[src/rtl/stretch_pulse_multi.sv]
// stretch_pulse_multi: multi-channel minimum-width pulse stretcher.
// Each channel turns an accepted active edge into an output that stays high
// for at least STRETCH_CYCLES clocks, with per-channel polarity and enable.
// Optional build macro STRETCH_PULSE_MULTI_SYNC_EN inserts a two-flop
// synchroniser per channel ahead of the polarity/edge logic (+2 clocks latency).
// Handshake: none; every output is a plain level or one-cycle strobe per clock.
module stretch_pulse_multi #(
  parameter int                  CHANNELS       = 4,
  parameter int                  SYSTEM_CLOCK   = 50000000,
  parameter int                  STRETCH_CYCLES = SYSTEM_CLOCK / 10,
  parameter logic [CHANNELS-1:0] ACTIVE_LOW     = {CHANNELS{1'b0}},
  parameter int                  RETRIGGER      = 1
) (
  input  logic                clk_i,
  input  logic                reset_i,
  input  logic [CHANNELS-1:0] in_i,
  input  logic [CHANNELS-1:0] enable_i,
  output logic [CHANNELS-1:0] out_o,
  output logic [CHANNELS-1:0] active_o,
  output logic [CHANNELS-1:0] edge_o
);

  localparam int            CW     = $clog2(STRETCH_CYCLES);
  // Counter holds STRETCH_CYCLES-2: one clock is covered by the detected
  // edge itself and one by the act term, so the output totals STRETCH_CYCLES.
  localparam logic [CW-1:0] RELOAD = CW'(STRETCH_CYCLES - 2);
  localparam logic [CW-1:0] ONE    = CW'(1);

  for (genvar c = 0; c < CHANNELS; c++) begin : g_ch
    logic          act;
    logic [1:0]    hist;
    logic          det;
    logic [CW-1:0] cnt;
    logic          out_q;
    logic          edge_q;

`ifdef STRETCH_PULSE_MULTI_SYNC_EN
    logic sync1;
    logic sync2;

    // Two-flop synchroniser; resets to the raw inactive level of the channel
    always_ff @(posedge clk_i) begin
      if (reset_i) begin
        sync1 <= ACTIVE_LOW[c];
        sync2 <= ACTIVE_LOW[c];
      end else begin
        sync1 <= in_i[c];
        sync2 <= sync1;
      end
    end

    assign act = sync2 ^ ACTIVE_LOW[c];
`else
    assign act = in_i[c] ^ ACTIVE_LOW[c];
`endif

    // Rising edge of the normalised input: previous sample low, latest high
    assign det = (hist == 2'b01);

    // Edge history; keeps tracking while disabled so re-enable sees no stale edge
    always_ff @(posedge clk_i) begin
      if (reset_i) begin
`ifdef STRETCH_PULSE_MULTI_SYNC_EN
        hist <= 2'b00;
`else
        hist <= {act, act};
`endif
      end else begin
        hist <= {hist[0], act};
      end
    end

    // Stretch counter, stretched output and accepted-edge strobe
    always_ff @(posedge clk_i) begin
      if (reset_i || !enable_i[c]) begin
        cnt    <= '0;
        out_q  <= 1'b0;
        edge_q <= 1'b0;
      end else begin
        out_q <= (cnt != '0) | act | det;
        if (det && ((cnt == '0) || (RETRIGGER != 0))) begin
          cnt    <= RELOAD;
          edge_q <= 1'b1;
        end else begin
          edge_q <= 1'b0;
          if (cnt != '0) begin
            cnt <= cnt - ONE;
          end
        end
      end
    end

    assign out_o[c]    = out_q;
    assign edge_o[c]   = edge_q;
    assign active_o[c] = (cnt != '0);
  end

endmodule
[config.mk]
export PLATFORM = sky130hd
export DESIGN_NAME = stretch_pulse_multi
export DESIGN_NICKNAME = d
export VERILOG_FILES = /design/src/rtl/stretch_pulse_multi.sv
export SDC_FILE = /design/constraint.sdc
export NUM_CORES = 1
export LEC_CHECK = 0
export ABC_AREA = 1
export CAP_MARGIN = 5
export CELL_PAD_IN_SITES_DETAIL_PLACEMENT = 1
export CELL_PAD_IN_SITES_GLOBAL_PLACEMENT = 1
export CORE_MARGIN = 8
export CORE_UTILIZATION = 40
export DETAILED_ROUTE_END_ITERATION = 8
export PLACE_DENSITY = 0.84
export SLEW_MARGIN = 20
export SYNTH_ARGS = -nofsm -noshare
export SYNTH_HDL_FRONTEND = slang
export SYNTH_SLANG_ARGS = --single-unit
[constraint.sdc]
create_clock -name clk_i -period 1.75 [get_ports clk_i]
set_clock_uncertainty 0.2 [all_clocks]
set_input_delay 0.35 -clock clk_i [delete_from_list [all_inputs] [get_ports clk_i]]
set_output_delay 0.35 -clock clk_i [all_outputs]
set_load 0.02 [all_outputs]
==> results.json <==
{
  "setup_slack_ns": -0.431,
  "syn_avg_cell_area_um2": 6.66,
  "startpoint_class_of_the_critical_path": "register",
  "clock_sinks": 108,
  "total_power_mw": 12.7,
  "timing.hold.worst.class": "primary input to register",
  "insertion_delay_ns": 0.39,
  "tritoncts.num_buffers": 9,
  "grt_use_met2": 0.483,
  "placeableCoreArea_mm2": 0.0146,
  "grt.total_usage": 0.266,
  "pin_count": 22,
  "synth-edff-count": 0,
  "wire_length_of_the_first_global_routing_pass_um": 41400,
  "cp.required_ns": 1.87,
  "synth_top_area_cell": "sky130_fd_sc_hd__dfxtp_1",
  "arrival_ns": 2.30,
  "final_hold_viols": 0,
  "ys.warnings.count": 0,
  "globalRouteMet1Util": 0.279,
  "syn_area_mm2": 0.00600,
  "cp_dominant_cell_by_count": "sky130_fd_sc_hd__buf_6",
  "worst_r2r_endpoint": "g_ch[2].cnt[6]$_SDFFE_PP0P_",
  "start_util": 0.412,
  "fillCellCount": 1742,
  "hold_buffers": 0,
  "cts_tree": "done",
  "grt_antenna_before_repair": 1,
  "final_core_utilization": 0.665,
  "timing.final.max_slew_violations": 0,
  "flow.area_growth_from_synthesis_pct": 61.6,
  "setup_repair_after_global_routing_missed_its_margin": "true",
  "syn_inst": 902,
  "report.final.setup_viol": 88,
  "max_cap_viol_count": 0,
  "die_area_mm2": 0.0192,
  "wire_length_reported_by_the_detailed_router_um": 37300,
  "timing.critical_path.to": "g_ch[2].cnt[6]$_SDFFE_PP0P_",
  "clk_pin_slew_worst_paths_ns": 0.09,
  "detail_route.first_pass.iterations": 5,
  "worst_vdd_rail_ir_drop_uv": 969,
  "synthMostInstantiatedCell": "sky130_fd_sc_hd__nand2_1",
  "synthTopCellsByCount": "207 x sky130_fd_sc_hd__nand2_1, 179 x sky130_fd_sc_hd__nor2_1, 108 x sky130_fd_sc_hd__dfxtp_1",
  "timing.reg2reg.setup_slack_ns": -0.43,
  "reg2reg_depth": 10,
  "max_slew_headroom_at_the_worst_pin": 0.630,
  "grt_start_max_net_pins": 19,
  "cts_buffer_depth": 2,
  "synth-seq-cells": 108,
  "most_crowded_layer_gr": "met2",
  "synth.net_count": 920,
  "grt.met3_usage": 0.0555,
  "sequential_cell_area_mm2": 0.00222,
  "finalSetupTns_ns": -8.98,
  "horizontal_die_dimension_um": 139,
  "cp_peak_stage_delay_ns": 0.35,
  "synth.area.top_cells": "sky130_fd_sc_hd__dfxtp_1 36%, sky130_fd_sc_hd__nand2_1 13%, sky130_fd_sc_hd__nor2_1 11%, sky130_fd_sc_hd__nand3_1 7.8%, sky130_fd_sc_hd__inv_1 4.9%",
  "htree_levels": 3,
  "grt_pass1_vias": 7805,
  "synth_flop_cell": "sky130_fd_sc_hd__dfxtp_1",
  "grt_overflow_total": 0,
  "via_count": 8246,
  "setup_crit_path_kind": "register to register",
  "yosysUniqueCellTypes": 26,
  "run_status": "finished, violations left",
  "worstPathCellList": "inv_2 -> buf_4 -> buf_6 -> ha_4 -> nand2_4 -> buf_6 -> nor2_4 -> xor2_1 -> nand2_1 -> nor2_1",
  "yosys.area.top_type_share": 0.360,
  "max_slew.worst_pin.slew_ns": 0.554,
  "seq_area_frac_synth": 0.360,
  "initialDrtViolationCount": 874,
  "gp_congestion": 0.905,
  "drt_drc_violations_left": 0,
  "maxClockFrequency_ghz": 0.459,
  "leakage_nw": 4.63,
  "async_reset_ff_frac": 0,
  "clk_root_buffer_cell": "sky130_fd_sc_hd__clkbuf_16",
  "hold_slack_ns": 0.259,
  "power.density_cell_area_mw_per_mm2": 1310,
  "worstReg2RegStart": "g_ch[2].cnt[0]$_SDFFE_PP0P_",
  "violated_checks": "negative setup slack",
  "place.port_buffers": 21,
  "antenna_violating_nets_post_route": 0,
  "routed_via_density": 6.18,
  "critPathLaunch": "g_ch[2].cnt[0]$_SDFFE_PP0P_",
  "crit_path_top_delay_cell": "sky130_fd_sc_hd__xor2_1",
  "timing.critical_path.fanout_max": 5,
  "fraction_of_layout_cells_with_a_size_suffix_above_1": 0.478,
  "avgRoutedWirePerCell_um": 27.9,
  "worst_setup_path_end_kind": "register",
  "place.detailed.hpwl_um": 15300,
  "placement_rows": 44,
  "num-nets-final": 1162,
  "multi_input_comb_area_mm2": 0.00442,
  "period_minus_slack_ns": 2.18,
  "dpl_worst_slack_ns": -0.310,
  "die_y_um": 139,
  "min_period_over_period": 1.25
}
[critical path, delay by kind of cell (launching register included)]
kind,cells,cell delay [ns]
XOR/XNOR,1,0.35
buffers and inverters,4,0.48
adder cells (fa/ha/maj),1,0.15
AND/OR/NAND/NOR,4,0.60
flip-flops,1,0.33
[where the power goes]
part / internal [mW] / total (mW) / leakage, nW / switching, mW
clock network: 1.03 / 2.17 / 0.141 / 1.14
logic: 3.01 / 7.60 / 3.59 / 4.59
registers: 2.71 / 2.96 / 0.901 / 0.247
total: 6.74 / 12.7 / 4.63 / 5.98
[flip-flops by register name, indices dropped and copies added (netlist names)]
| signal | cells |
|---|---|
| g_ch.cnt | 92 |
| g_ch.edge_q | 4 |
| g_ch.hist | 8 |
| g_ch.out_q | 4 |
[metal layers]
layer	wire, µm	up-vias
met2	17500	653
met3	3150	271
met4	3470	0
li1	-	3339
met5	0	-
met1	13200	3983
[logic make-up (layout without fill, tap and decap cells)]
group,after synthesis,count (layout),synth area share
AO/OA/AOI/OAI,63,63,0.0533
XOR/XNOR,37,37,0.0540
adder cells (fa/ha/maj),8,8,0.0167
buffers and inverters,108,354,0.0808
flip-flops,108,108,0.360
other,0,1,0
AND/OR/NAND/NOR,578,579,0.435
[timing repair]
action,4_1_cts,5_1_grt
buffers inserted,37,46
setup endpoints to repair,36,93
cloned,0,5
pin swaps,44,104
gates resized for setup,124,262
[worst min-delay path by stage]
stage | from | end | slack, ns | cells after the start
2_1_floorplan | in_i[0] | g_ch[0].hist[0]$_DFF_P_ | 0.18 | 0
3_3_place_gp | g_ch[0].hist[0]$_DFF_P_ | g_ch[0].hist[1]$_DFF_P_ | 0.23 | 2
3_5_place_dp | g_ch[2].hist[0]$_DFF_P_ | g_ch[2].hist[1]$_DFF_P_ | 0.26 | 2
4_1_cts | g_ch[2].hist[0]$_DFF_P_ | g_ch[2].hist[1]$_DFF_P_ | 0.27 | 2
5_1_grt | in_i[3] | g_ch[3].hist[0]$_DFF_P_ | 0.29 | 1
6_report | in_i[3] | g_ch[3].hist[0]$_DFF_P_ | 0.26 | 1
[area by class of cell]
cell class / count / share of cell area
antenna: 1 / 0.000258
tap: 184 / 0.0237
multi-input combinational: 687 / 0.456
clock buffer: 11 / 0.0250
clock inverter: 5 / 0.00451
inverter: 80 / 0.0310
sequential: 108 / 0.229
timing repair buffer: 258 / 0.231
[per-stage QoR]
stage               cells  instance area (µm²)
floorplan             902                 6000
global placement     1248                 7570
detailed placement   1248                 7570
CTS                  1299                 8360
global route         1334                 9700
finish               1334                 9700
[cell usage in the layout, fill, tap and decap left out, types with 3 or more instances in the layout]
master                            count
sky130_fd_sc_hd__buf_4              193
sky130_fd_sc_hd__nand2_1            174
sky130_fd_sc_hd__nor2_1              92
sky130_fd_sc_hd__nor2_4              75
sky130_fd_sc_hd__dfxtp_1             73
sky130_fd_sc_hd__nand3_1             72
sky130_fd_sc_hd__inv_1               64
sky130_fd_sc_hd__nor2_2              53
sky130_fd_sc_hd__a21oi_1             41
sky130_fd_sc_hd__buf_6               39
sky130_fd_sc_hd__nand2_2             32
sky130_fd_sc_hd__dfxtp_2             30
sky130_fd_sc_hd__nand4_1             22
sky130_fd_sc_hd__nand3_2             18
sky130_fd_sc_hd__inv_2               16
sky130_fd_sc_hd__or2_2               16
sky130_fd_sc_hd__xnor2_1             16
sky130_fd_sc_hd__xor2_1              14
sky130_fd_sc_hd__nand2_4             12
sky130_fd_sc_hd__clkbuf_16           11
sky130_fd_sc_hd__clkdlybuf4s50_1      9
sky130_fd_sc_hd__nand3_4              8
sky130_fd_sc_hd__a21oi_2              8
sky130_fd_sc_hd__dlygate4sd2_1        8
sky130_fd_sc_hd__ha_4                 7
sky130_fd_sc_hd__buf_12               7
sky130_fd_sc_hd__o21ai_0              6
sky130_fd_sc_hd__dfxtp_4              5
sky130_fd_sc_hd__xnor2_2              4
sky130_fd_sc_hd__o21ai_2              3
sky130_fd_sc_hd__clkinv_4             3
Note: power is estimated with default switching activity, not from simulation.
